===== src/rtl/pixel_frame_writer_if.sv =====
// Pixel-write and flip handshake between a frame producer and the display controller.
// The master drives pixels and flip requests; the slave supplies enable and the flip acknowledge.
interface pixel_frame_writer_if;
  logic       enable;
  logic       flipped;
  logic [3:0] x;
  logic [2:0] y;
  logic [7:0] red;
  logic [7:0] green;
  logic [7:0] blue;
  logic       valid;
  logic       flip;
  logic       busy;
  logic       frame_done;

  modport master (
    input  enable,
    input  flipped,
    output x,
    output y,
    output red,
    output green,
    output blue,
    output valid,
    output flip,
    output busy,
    output frame_done
  );

  modport slave (
    output enable,
    output flipped,
    input  x,
    input  y,
    input  red,
    input  green,
    input  blue,
    input  valid,
    input  flip,
    input  busy,
    input  frame_done
  );
endinterface


===== src/rtl/pixel_frame_writer.sv =====
// Writes a 16x8 horizontally scrolling gradient frame, one pixel per cycle, then flips buffers,
// waits for the acknowledge and idles for FRAME_DELAY cycles before the next frame.
module pixel_frame_writer #(
  parameter int unsigned FRAME_DELAY = 1250000
) (
  input  logic                 clk,
  input  logic                 rst_n,
  pixel_frame_writer_if.master bus_io
);

  localparam int unsigned CntW = (FRAME_DELAY > 0) ? $clog2(FRAME_DELAY + 1) : 1;
  localparam logic [CntW-1:0] DelayLoad = (FRAME_DELAY > 0) ? CntW'(FRAME_DELAY - 1) : '0;

  typedef enum logic [2:0] {
    StIdle,
    StWrite,
    StFlip,
    StWaitFlip,
    StDelay
  } state_e;

  state_e          state_q;
  logic [3:0]      x_q;
  logic [2:0]      y_q;
  logic [3:0]      offset_q;
  logic [7:0]      red_q;
  logic [7:0]      green_q;
  logic [7:0]      blue_q;
  logic            valid_q;
  logic            flip_q;
  logic            busy_q;
  logic            frame_done_q;
  logic [CntW-1:0] cnt_q;

  logic [3:0]  x_adv;
  logic [2:0]  y_adv;
  logic [3:0]  offset_inc;
  logic        last_pix;
  logic [23:0] col_adv;
  logic [23:0] col_start;
  logic [23:0] col_start_inc;

  // Packed {red, green, blue}; red <= 8'hF0 so blue never underflows.
  function automatic logic [23:0] pixel_colour(input logic [3:0] px, input logic [2:0] py,
                                               input logic [3:0] off);
    logic [3:0] p;
    logic [7:0] r;
    p = px + off;
    r = {p, 4'h0};
    return {r, py, 5'h00, 8'hF0 - r};
  endfunction

  always_comb begin
    x_adv         = x_q + 4'd1;
    y_adv         = (x_q == 4'd15) ? y_q + 3'd1 : y_q;
    last_pix      = (x_q == 4'd15) && (y_q == 3'd7);
    offset_inc    = offset_q + 4'd1;
    col_adv       = pixel_colour(x_adv, y_adv, offset_q);
    col_start     = pixel_colour(4'd0, 3'd0, offset_q);
    // With no delay the next frame starts in the acknowledge cycle, before offset_q updates.
    col_start_inc = pixel_colour(4'd0, 3'd0, offset_inc);
  end

  always_ff @(posedge clk) begin
    if (!rst_n) begin
      state_q      <= StIdle;
      x_q          <= 4'd0;
      y_q          <= 3'd0;
      offset_q     <= 4'd0;
      red_q        <= 8'd0;
      green_q      <= 8'd0;
      blue_q       <= 8'd0;
      valid_q      <= 1'b0;
      flip_q       <= 1'b0;
      busy_q       <= 1'b0;
      frame_done_q <= 1'b0;
      cnt_q        <= '0;
    end else begin
      valid_q      <= 1'b0;
      flip_q       <= 1'b0;
      frame_done_q <= 1'b0;
      unique case (state_q)
        StIdle: begin
          if (bus_io.enable) begin
            state_q                   <= StWrite;
            x_q                       <= 4'd0;
            y_q                       <= 3'd0;
            {red_q, green_q, blue_q}  <= col_start;
            valid_q                   <= 1'b1;
            busy_q                    <= 1'b1;
          end
        end
        StWrite: begin
          if (last_pix) begin
            state_q <= StFlip;
            flip_q  <= 1'b1;
          end else begin
            x_q                      <= x_adv;
            y_q                      <= y_adv;
            {red_q, green_q, blue_q} <= col_adv;
            valid_q                  <= 1'b1;
          end
        end
        StFlip: begin
          state_q <= StWaitFlip;
        end
        StWaitFlip: begin
          if (bus_io.flipped) begin
            frame_done_q <= 1'b1;
            offset_q     <= offset_inc;
            if (FRAME_DELAY == 0) begin
              if (bus_io.enable) begin
                state_q                  <= StWrite;
                x_q                      <= 4'd0;
                y_q                      <= 3'd0;
                {red_q, green_q, blue_q} <= col_start_inc;
                valid_q                  <= 1'b1;
              end else begin
                state_q <= StIdle;
                busy_q  <= 1'b0;
              end
            end else begin
              state_q <= StDelay;
              cnt_q   <= DelayLoad;
            end
          end
        end
        StDelay: begin
          if (cnt_q == '0) begin
            if (bus_io.enable) begin
              state_q                  <= StWrite;
              x_q                      <= 4'd0;
              y_q                      <= 3'd0;
              {red_q, green_q, blue_q} <= col_start;
              valid_q                  <= 1'b1;
            end else begin
              state_q <= StIdle;
              busy_q  <= 1'b0;
            end
          end else begin
            cnt_q <= cnt_q - CntW'(1);
          end
        end
        default: begin
          state_q <= StIdle;
          busy_q  <= 1'b0;
        end
      endcase
    end
  end

  assign bus_io.x          = x_q;
  assign bus_io.y          = y_q;
  assign bus_io.red        = red_q;
  assign bus_io.green      = green_q;
  assign bus_io.blue       = blue_q;
  assign bus_io.valid      = valid_q;
  assign bus_io.flip       = flip_q;
  assign bus_io.busy       = busy_q;
  assign bus_io.frame_done = frame_done_q;

endmodule


===== src/flat_wrapper.sv =====
// flat-port wrapper written by rule: the top's interface ports become plain ports
module pixel_frame_writer_flat 
#(
  parameter int unsigned FRAME_DELAY = 1250000
)
  (clk, rst_n, bus_io_enable, bus_io_flipped, bus_io_x, bus_io_y, bus_io_red, bus_io_green, bus_io_blue, bus_io_valid, bus_io_flip, bus_io_busy, bus_io_frame_done);
  pixel_frame_writer_if bus_io_i ();
  input  logic clk;
  input  logic rst_n;
  input wire logic [$bits(bus_io_i.enable)-1:0] bus_io_enable;
  input wire logic [$bits(bus_io_i.flipped)-1:0] bus_io_flipped;
  output wire logic [$bits(bus_io_i.x)-1:0] bus_io_x;
  output wire logic [$bits(bus_io_i.y)-1:0] bus_io_y;
  output wire logic [$bits(bus_io_i.red)-1:0] bus_io_red;
  output wire logic [$bits(bus_io_i.green)-1:0] bus_io_green;
  output wire logic [$bits(bus_io_i.blue)-1:0] bus_io_blue;
  output wire logic [$bits(bus_io_i.valid)-1:0] bus_io_valid;
  output wire logic [$bits(bus_io_i.flip)-1:0] bus_io_flip;
  output wire logic [$bits(bus_io_i.busy)-1:0] bus_io_busy;
  output wire logic [$bits(bus_io_i.frame_done)-1:0] bus_io_frame_done;
  assign bus_io_i.enable = bus_io_enable;
  assign bus_io_i.flipped = bus_io_flipped;
  assign bus_io_x = bus_io_i.x;
  assign bus_io_y = bus_io_i.y;
  assign bus_io_red = bus_io_i.red;
  assign bus_io_green = bus_io_i.green;
  assign bus_io_blue = bus_io_i.blue;
  assign bus_io_valid = bus_io_i.valid;
  assign bus_io_flip = bus_io_i.flip;
  assign bus_io_busy = bus_io_i.busy;
  assign bus_io_frame_done = bus_io_i.frame_done;
  pixel_frame_writer #(.FRAME_DELAY(FRAME_DELAY)) u_core (.clk(clk), .rst_n(rst_n), .bus_io(bus_io_i));
endmodule

===== config.mk =====
export PLATFORM = sky130hd
export DESIGN_NAME = pixel_frame_writer_flat
export DESIGN_NICKNAME = d
export VERILOG_FILES = /design/src/rtl/pixel_frame_writer_if.sv /design/src/rtl/pixel_frame_writer.sv /design/src/flat_wrapper.sv
export SDC_FILE = /design/constraint.sdc
export NUM_CORES = 1
export LEC_CHECK = 0
export BUFFER_PORTS_ARGS = -buffer_cell sky130_fd_sc_hd__buf_2
export CAP_MARGIN = 20
export CORE_MARGIN = 2
export CORE_UTILIZATION = 60
export CTS_CLUSTER_DIAMETER = 40
export CTS_CLUSTER_SIZE = 8
export DETAILED_ROUTE_END_ITERATION = 16
export PLACE_DENSITY = 0.83
export SKIP_LAST_GASP = 1
export SYNTH_ARGS = -nofsm -noshare
export SYNTH_HDL_FRONTEND = slang
export SYNTH_SLANG_ARGS = --single-unit

===== constraint.sdc =====
create_clock -name clk -period 4.5 [get_ports clk]
set_input_delay 0 -clock clk [delete_from_list [all_inputs] [get_ports clk]]
set_output_delay 0 -clock clk [all_outputs]
set_load 0.03 [all_outputs]

# Word-level counts from Yosys, hierarchy flattened
# Index checks and enable logic that the tools add are counted.
[classes]
reduce_logical = 13
addsub = 7
muxes = 40
n_bitwise = 1
n_eq_ne = 13
[ops]
columns = ["cell", "n"]
rows = [
  ["8-bit two-way mux", 9],
  ["8-bit one-hot mux with 3 select lines", 3],
  ["21-bit two-way mux", 2],
  ["21-bit one-hot mux with 2 select lines", 1],
  ["3-bit two-way mux", 8],
  ["21-bit zero test", 1],
  ["21-bit by 1-bit subtractor with 21-bit output, second input constant", 1],
  ["8-bit subtractor, first input constant", 2],
  ["3-bit one-hot mux with 5 select lines", 1],
  ["4-bit two-way mux", 3],
  ["4-bit one-hot mux with 3 select lines", 1],
  ["2-bit inequality test, second input constant", 5],
  ["1-bit two-way mux", 9],
  ["3-bit one-hot mux with 3 select lines", 1],
  ["4-bit by 1-bit adder with 4-bit output, second input constant", 2],
  ["4-bit AND reduction", 2],
  ["3-bit by 2-bit equality test with 1-bit output, second input constant", 2],
  ["3-bit equality test, second input constant", 2],
  ["1-bit one-hot mux with 3 select lines", 2],
  ["2-bit AND reduction", 3],
  ["3-bit AND reduction", 2],
  ["4-bit adder", 1],
  ["4-bit equality test, second input constant", 1],
  ["2-bit by 1-bit inequality test with 1-bit output, second input constant", 2],
  ["8 further kinds", 8],
]
[word_totals]
wordCells = 86
output_inout_bits = 35
register_bits = 63

# Longest topological paths before layout
# Gate-level depths: netlist of run 1.
[depth]
word_depth = 5
mapped_depth = 8
ltp_nobuf = 8

# Least setup slack after synthesis of run 1
# No wires, ideal clock.
[synth_timing]
kind = "reg2reg"
startpoint = "register u_core.cnt_q[4]"
endpoint = "register u_core.cnt_q[17]"
n_path_buf = 0
required_time_ns = 4.384
slack_ns = 2.381
setup_ns = 0.116
path_stages_with_launch = 6
arrival_ns = 2.003
cell_sequence = "dfxtp_1 > or4_4 > a2111oi_4 > o31ai_2 > or4_1 > o211a_1"
[synth_between]
elab_chain_len = 3
[synth_lines]
columns = ["element", "line_no", "text"]
rows = [
  ["from (decl)", "pixel_frame_writer.sv:33", "logic [CntW-1:0] cnt_q;"],
  ["from (signal assigned)", "pixel_frame_writer.sv:124", "cnt_q <= DelayLoad;"],
  ["from (signal assigned)", "pixel_frame_writer.sv:141", "cnt_q <= cnt_q - CntW'(1);"],
  ["21-bit by 1-bit subtractor with 21-bit output / 21-bit zero test (equally long branches)", "pixel_frame_writer.sv:141, pixel_frame_writer.sv:129", ""],
  ["21-bit two-way mux / 2-bit inequality test (equally long branches)", "--", ""],
  ["21-bit one-hot mux with 2 select lines / 3-bit AND reduction (equally long branches)", "--", ""],
]
# Several ways; a longest one is shown, not always the timed one. The select of a mux whose other input is x is not followed.
# A chain may end at the register's enable or synchronous reset.

# Worst setup path after layout of run 1
[layout_timing]
startpoint = "register u_core.cnt_q[12]"
endpoint = "register u_core.blue_q[6] (netlist: u_core.bus_io.blue[6])"
[layout_between]
elab_chain_len = 3
[layout_lines]
columns = ["element", "line_no", "text"]
rows = [
  ["21-bit zero test", "pixel_frame_writer.sv:129", "if (cnt_q == '0) begin"],
  ["2-bit by 1-bit inequality test with 1-bit output (no source line)", "--", ""],
  ["3-bit AND reduction (no source line)", "--", ""],
  ["to (signal assigned)", "pixel_frame_writer.sv:100", "{red_q, green_q, blue_q} <= col_adv;"],
  ["to (signal assigned)", "pixel_frame_writer.sv:116", "{red_q, green_q, blue_q} <= col_start_inc;"],
  ["to (signal assigned)", "pixel_frame_writer.sv:134", "{red_q, green_q, blue_q} <= col_start;"],
  ["to (decl)", "pixel_frame_writer.sv:28", "logic [7:0] blue_q;"],
]
# No other way between the ends.

==> results.yml, run 1 <==
status:
  status: "completed"
synth:
  syn_area_per_cell_um2: 8.83
  syn_inst: 299
  ys_seq_elements: 47
  synth_seq_area_share_pct: 35.6
  yosysUniqueCellTypes: 53
  ys_warn_count: 0
  synth_area_mm2: 0.00264
finish:
  n_antenna_cell: 0
  utilization_pct: 65.7
  layout_common_cells: "47 x dfxtp_1, 25 x buf_2, 22 x nand2_1, 17 x a21boi_0, 14 x o21ai_0"
  finalInstanceArea_mm2: 0.00282
  final_common_cell: "dfxtp_1"
  final_net_count: 328
  drive_above_1_share_pct: 15.2
  syn2layout_area_growth_pct: 6.82
sta:
  hold_viol_final: 0
  hold_ws_ns: 0.105
  tns_ns: 0
  drv_slew: 0
  rsz0062_at_grt: "false"
  slew_headroom_pct: 23.4
  max_slew.worst_pin.slew_ns: 1.15
  finalClockSkew_ns: 0.00601
  setup_violations: 0
  fmax_mhz: 380
  min_period_over_period_pct: 58.5
  min_period_ns: 2.63
floorplanning:
  dieHeight_um: 70.3
  num_rows: 24
  die-area_mm2: 0.00495
  io_pins: 39
  core_area_mm2: 0.00429
  die_width_um: 70.3
  start_util_pct: 61.5
drt:
  dr.pass1.iters: 4
  wl_per_cell_um: 14.7
  finalWirelength_mm: 5.40
  dr.first_iter.drc_count: 153
  vias_per_cell: 5.95
  vias: 2184
  drcViolationCount: 0
  ant_nets: 0
setup_path:
  crit_slowest_cell: "a211oi_2"
  worstSetupEndpointType: "register"
  r2r_slack_ns: 1.87
  critPathArrivalTime_ns: 2.86
  critPathBufInv: 0
  reg2regPathDepth: 5
  rr_startpoint: "u_core.cnt_q[12]"
  critical_path_class: "register to register"
  cpPeakStageDelay_ns: 0.78
  start_kind: "register"
  crit_family: "compound AO/OA/AOI/OAI gates"
  critPathMaxFanout: 13
  cp_cell_sequence: "nor4_1 > nand4_1 > a211oi_2 > o211ai_1 > a21boi_0"
  worst_r2r_endpoint: "u_core.bus_io.blue[6]"
  critPathRequiredTime_ns: 4.72
clock_network:
  insertion_delay_ns: 0.30
  clk_pin_slew_worst_paths_ns: 0.08
  cts_sinks: 47
  cts_root_buffer: "clkbuf_8"
  cts_buffers: 5
  cts_max_level: 2
  hold_buffers: 0
  cts_tree: "built"
  cts-resized-gates: 0
  clockBufferDepth: 2
  cts_setup_buffers: 0
hold_path:
  hold_path_class: "input pin to register"
  holdPathStages: 3
  hold_end: "u_core.state_q[0]"
  holdCritStartpoint: "bus_io_flipped"
placement:
  numPortBuffers: 25
  dp_hpwl_mm: 3.82
  place.gp.congestion: 0.855
  place_area_mm2: 0.00270
power:
  leakage_uw: 0.00119
  irDropWorstVdd_uv: 218
  power.density_mw_per_mm2: 300
job:
  drv_cap: 0
global_route:
  grt_pass1_vias: 1976
  antenna_found_initial: 0
  overflow: 0
  grt_pass1_wl_mm: 9.10
  track_usage_pct: 22.8
  grt_max_degree: 39
## layout make-up
cell class | instances | area, µm²
Sequential cell | 47 | 941
Tap cell | 52 | 65.1
Clock buffer | 6 | 82.6
Clock inverter | 2 | 35.0
Timing Repair Buffer | 27 | 140
Fill cell | 384 | 1470
Inverter | 8 | 30.0
Multi-Input combinational cell | 225 | 1530
## worst min-delay path: cells and delay by family
family,cells,cell delay [ns]
buffers and inverters,1,0.11
AO/OA/AOI/OAI,2,0.25
## sequential cells by signal, indices dropped and copies added, names as in the netlist
signal / count
u_core.bus_io.x: 4
u_core.offset_q: 4
u_core.bus_io.busy: 1
u_core.bus_io.frame_done: 1
u_core.bus_io.blue: 4
u_core.cnt_q: 21
u_core.bus_io.y: 3
u_core.bus_io.red: 4
u_core.state_q: 3
u_core.bus_io.valid: 1
u_core.bus_io.flip: 1
## worst max path at each step
stage          depth (start not counted)  slack, ns              from               endpoint
2_1_floorplan                          5       2.38   u_core.cnt_q[4]       u_core.cnt_q[17]
3_3_place_gp                           5       1.94  u_core.cnt_q[12]   u_core.bus_io.red[6]
3_5_place_dp                           5       1.91   u_core.cnt_q[8]  u_core.bus_io.blue[6]
4_1_cts                                5       1.86  u_core.cnt_q[12]  u_core.bus_io.blue[6]
5_1_grt                                5       1.57   u_core.cnt_q[8]  u_core.bus_io.blue[6]
6_report                               5       1.87  u_core.cnt_q[12]  u_core.bus_io.blue[6]
## stage by stage
| stage | instances | power, µW | setup slack [ns] |
|---|---|---|---|
| 6_report | 367 | 845 | 1.87 |
| 2_1_floorplan | 311 | 524 | 2.38 |
| 4_1_cts | 367 | 853 | 1.86 |
| 5_1_grt | 367 | 880 | 1.57 |
| 3_5_place_dp | 359 | 535 | 1.91 |
| 3_3_place_gp | 359 | 533 | 1.94 |
## cells in the mapped netlist, drive strengths merged
library cell / count / area (µm²)
dfxtp: 47 / 941
nand2: 22 / 82.6
buf: 21 / 150
a21boi: 17 / 128
o21ai: 14 / 70.1
a21oi: 13 / 65.1
nor2: 13 / 48.8
nand3: 11 / 55.1
clkbuf: 10 / 37.5
ha: 9 / 113
and2: 8 / 50.1
inv: 8 / 30.0
or4: 8 / 65.1
xnor2: 8 / 70.1
nand4: 7 / 43.8
nor3: 7 / 35.0
nor4: 7 / 50.1
or3: 6 / 37.5
xor2: 6 / 52.6
a211oi: 5 / 42.5
o31ai: 5 / 42.5
o211a: 4 / 40.0
o211ai: 4 / 30.0
or3b: 4 / 37.5
a2111oi: 3 / 45.1
mux2i: 3 / 30.0
nor3b: 3 / 27.5
o21a: 3 / 22.5
o31a: 3 / 26.3
a22oi: 2 / 15.0
and3: 2 / 12.5
o311ai: 2 / 17.5
o41ai: 2 / 17.5
or2: 2 / 12.5
a211o: 1 / 8.76
and3b: 1 / 8.76
and4: 1 / 8.76
conb: 1 / 3.75
fa: 1 / 20.0
nand4b: 1 / 8.76
nor4b: 1 / 8.76
o2bb2ai: 1 / 8.76
o311a: 1 / 10.0
or4b: 1 / 10.0
## power by group
group | switching, µW | total (µW) | leakage [µW] | internal [µW]
clock network | 140 | 320 | 0.0000612 | 180
logic | 67.1 | 92.2 | 0.000743 | 25.2
registers | 6.91 | 433 | 0.000381 | 426
total | 214 | 845 | 0.00119 | 631
## cell families (layout without fill, tap and decap cells)
logic type	count (synthesis)	in the layout	share of synthesized area, %
AO/OA/AOI/OAI	80	80	22.3
XOR/XNOR	14	14	4.64
adder cells (fa/ha/maj)	10	10	5.02
buffers and inverters	39	43	8.25
flip-flops	47	47	35.6
multiplexers	3	3	1.14
other	1	13	0.142
AND/OR/NAND/NOR	105	105	22.8
## per-layer routing
layer  up-vias  share of wire, %  track usage [%]
li1       1110                 -                -
met5         -                 0                0
met2        75                45             35.8
met3         6               6.8             5.05
met4         0               1.2             7.05
met1       993                47             31.2
Power figures use the tool's default switching activity.
==> inputs of run 2 (changes only) <==
ABC_AREA = 1   (was default)
CORE_UTILIZATION = 52   (was 60)
PLACE_DENSITY = 0.76   (was 0.83)
clock period = 2.22 ns   (was 4.5 ns; I/O delays follow)
==> run 2 against run 1 <==
Area after synthesis rose by 7.2%. Critical path depth rose by 5. Clock skew rose by 0.0091 ns. Worst hold slack got worse by 0.081 ns. Highest routed layer unchanged. Total power rose to 3.1 times the previous value. Sequential power rose by 140%. Wire length rose by 11%. First-iteration DRC count fell by 2.6%.
==> results.yml, run 2 <==
global_route:
  grt_max_degree: 20
  overflow: 0
  grt_pass1_vias: 2399
  track_usage_pct: 21.6
  antenna_found_initial: 0
  grt_pass1_wl_mm: 10.7
floorplanning:
  core_area_mm2: 0.00517
  start_util_pct: 54.7
  dieHeight_um: 77.8
  io_pins: 39
  die_width_um: 77.8
  die-area_mm2: 0.00605
  num_rows: 26
clock_network:
  cts_root_buffer: "clkbuf_8"
  hold_buffers: 1
  cts_buffers: 5
  cts-resized-gates: 0
  cts_max_level: 2
  cts_tree: "built"
  cts_setup_buffers: 0
  clockBufferDepth: 2
  insertion_delay_ns: 0.31
  clk_pin_slew_worst_paths_ns: 0.10
  cts_sinks: 47
power:
  switchingPower_uw: 1060
  combinationalPowerShare_pct: 36.6
  internal_power_uw: 1580
  p_clk_share_pct: 25.0
  power.density_mw_per_mm2: 864
  irDropWorstVdd_uv: 629
  switching_share_pct: 40.2
  leakage_uw: 0.00150
  pwr-share-seq_pct: 38.4
finish:
  fin_cells: 521
  final_net_count: 464
  fillers: 520
  n_antenna_cell: 0
  syn2layout_area_growth_pct: 8.40
  finalInstanceArea_mm2: 0.00307
  top_register: "u_core.cnt_q"
  largest_reg_flops: 21
  layout_common_cells: "112 x nand2_1, 63 x nor2_1, 47 x dfxtp_1, 41 x inv_1, 35 x nand3_1"
  final_common_cell: "nand2_1"
  drive_above_1_share_pct: 12.2
placement:
  dp_hpwl_mm: 4.50
  place.gp.congestion: 0.889
  place_area_mm2: 0.00294
  numPortBuffers: 25
  dp.cells: 512
setup_path:
  start_kind: "register"
  critPathRequiredTime_ns: 2.47
  worst_r2r_endpoint: "u_core.bus_io.blue[7]"
  rr_startpoint: "u_core.bus_io.x[0]"
  worstSetupEndpointType: "register"
  r2r_slack_ns: 0.21
  critPathArrivalTime_ns: 2.26
  critPathMaxFanout: 7
  critical_path_class: "register to register"
  reg2regPathDepth: 10
synth:
  ys.flop_type: "dfxtp_1"
  synth_seq_area_share_pct: 33.3
  synth_edf_count: 0
  syn_inst: 428
  ys_seq_elements: 47
  ys_warn_count: 0
  synth.area.top_cells: "dfxtp_1 33%, nand2_1 15%, nor2_1 8.4%"
  netlist_top_cells_count: "112 x nand2_1, 63 x nor2_1, 47 x dfxtp_1"
  yosys.area.top_type: "dfxtp_1"
  synth_top_area_share_pct: 33.3
  yosysMostFrequentCell: "nand2_1"
  yosysUniqueCellTypes: 34
  synth_area_mm2: 0.00283
  syn_area_per_cell_um2: 6.61
  async_flop_share_pct: 0
hold_path:
  holdCritStartpoint: "rst_n"
  hold_end: "u_core.bus_io.red[7]"
  hold_path_class: "input pin to register"
  holdPathStages: 3
sta:
  fmax_mhz: 498
  drv_slew: 0
  hold_viol_final: 0
  hold_ws_ns: 0.0245
  rsz0062_at_grt: "false"
  min_period_ns: 2.01
  max_slew.worst_pin.slew_ns: 0.578
  setup_violations: 0
  min_period_over_period_pct: 90.5
  slew_headroom_pct: 61.4
  tns_ns: 0
  finalClockSkew_ns: 0.0151
drt:
  dr.pass1.iters: 4
  vias: 2645
  vias_per_cell: 5.08
  dr.first_iter.drc_count: 149
  drcViolationCount: 0
  wl_per_cell_um: 11.6
  ant_nets: 0
  finalWirelength_mm: 6.03
job:
  drv_cap: 0
status:
  status: "completed"
[run 2: worst max path at each step]
stage | to | slack [ns] | from
floorplan | u_core.bus_io.red[7] | 0.27 | u_core.bus_io.x[0]
global placement | u_core.bus_io.red[7] | 0.38 | u_core.bus_io.x[1]
detailed placement | u_core.bus_io.blue[7] | 0.28 | u_core.bus_io.x[0]
CTS | u_core.bus_io.blue[7] | 0.24 | u_core.bus_io.x[0]
global route | u_core.bus_io.blue[7] | 0.07 | u_core.bus_io.x[0]
finish | u_core.bus_io.blue[7] | 0.21 | u_core.bus_io.x[0]
[run 2: metrics by stage]
step                utilization [%]  power (µW)  worst slack (ns)
floorplan                         -        1810             0.271
global placement               56.8        1980             0.376
detailed placement             56.8        2000             0.275
CTS                            59.3        2650             0.240
global route                   59.3        2830            0.0674
finish                         59.3        2650             0.211
[run 2: logic make-up (layout without fill, tap and decap cells)]
| group | Yosys count | in the layout | synth area share, % |
|---|---|---|---|
| and+or+nand+nor | 237 | 237 | 35.9 |
| buffers and inverters | 72 | 83 | 12.6 |
| AOI/OAI and AO/OA | 54 | 54 | 11.2 |
| DFF | 47 | 47 | 33.3 |
| adders and majority gates | 10 | 10 | 4.69 |
| xor gates and xnor gates | 7 | 7 | 2.17 |
| other | 1 | 13 | 0.133 |
[run 2: power groups by stage]
stage / sequential (µW) / combinational, µW / clock (µW)
final: 1020 / 970 / 662
after global routing: 1030 / 1100 / 702
after CTS: 1020 / 971 / 667
after detailed placement: 1030 / 967 / 0
after global placement: 1030 / 949 / 0
after floorplan: 1180 / 633 / 0
[run 2: per-layer routing]
metal	GRT usage, %	vias up	routed length [µm]
met1	29.6	1180	2930
met3	4.65	7	344
met2	34.4	69	2690
met4	5.71	0	62
li1	-	1389	-
met5	0	-	0
[run 2: worst max-delay path, cell delays in order, from the launching register on]
cell and delay [ns]:
dfxtp_1 0.46, ha_1 0.26, xor2_1 0.23, ha_1 0.30
nand3_1 0.10, nand3_1 0.10, nand2_1 0.11, nand3_1 0.08
nand2_1 0.06, nand3_1 0.10, a21oi_1 0.14
[run 2: layout make-up]
class                   instances  area (µm²)  share of cell area, %
multi-input cells             321        1580                   51.4
flip-flops and latches         47         941                   30.7
repair buffers                 32         180                   5.88
inverters                      43         166                   5.43
well taps                      70        87.6                   2.86
clock buffers                   5        68.8                   2.24
clock inverters                 3        47.5                   1.55
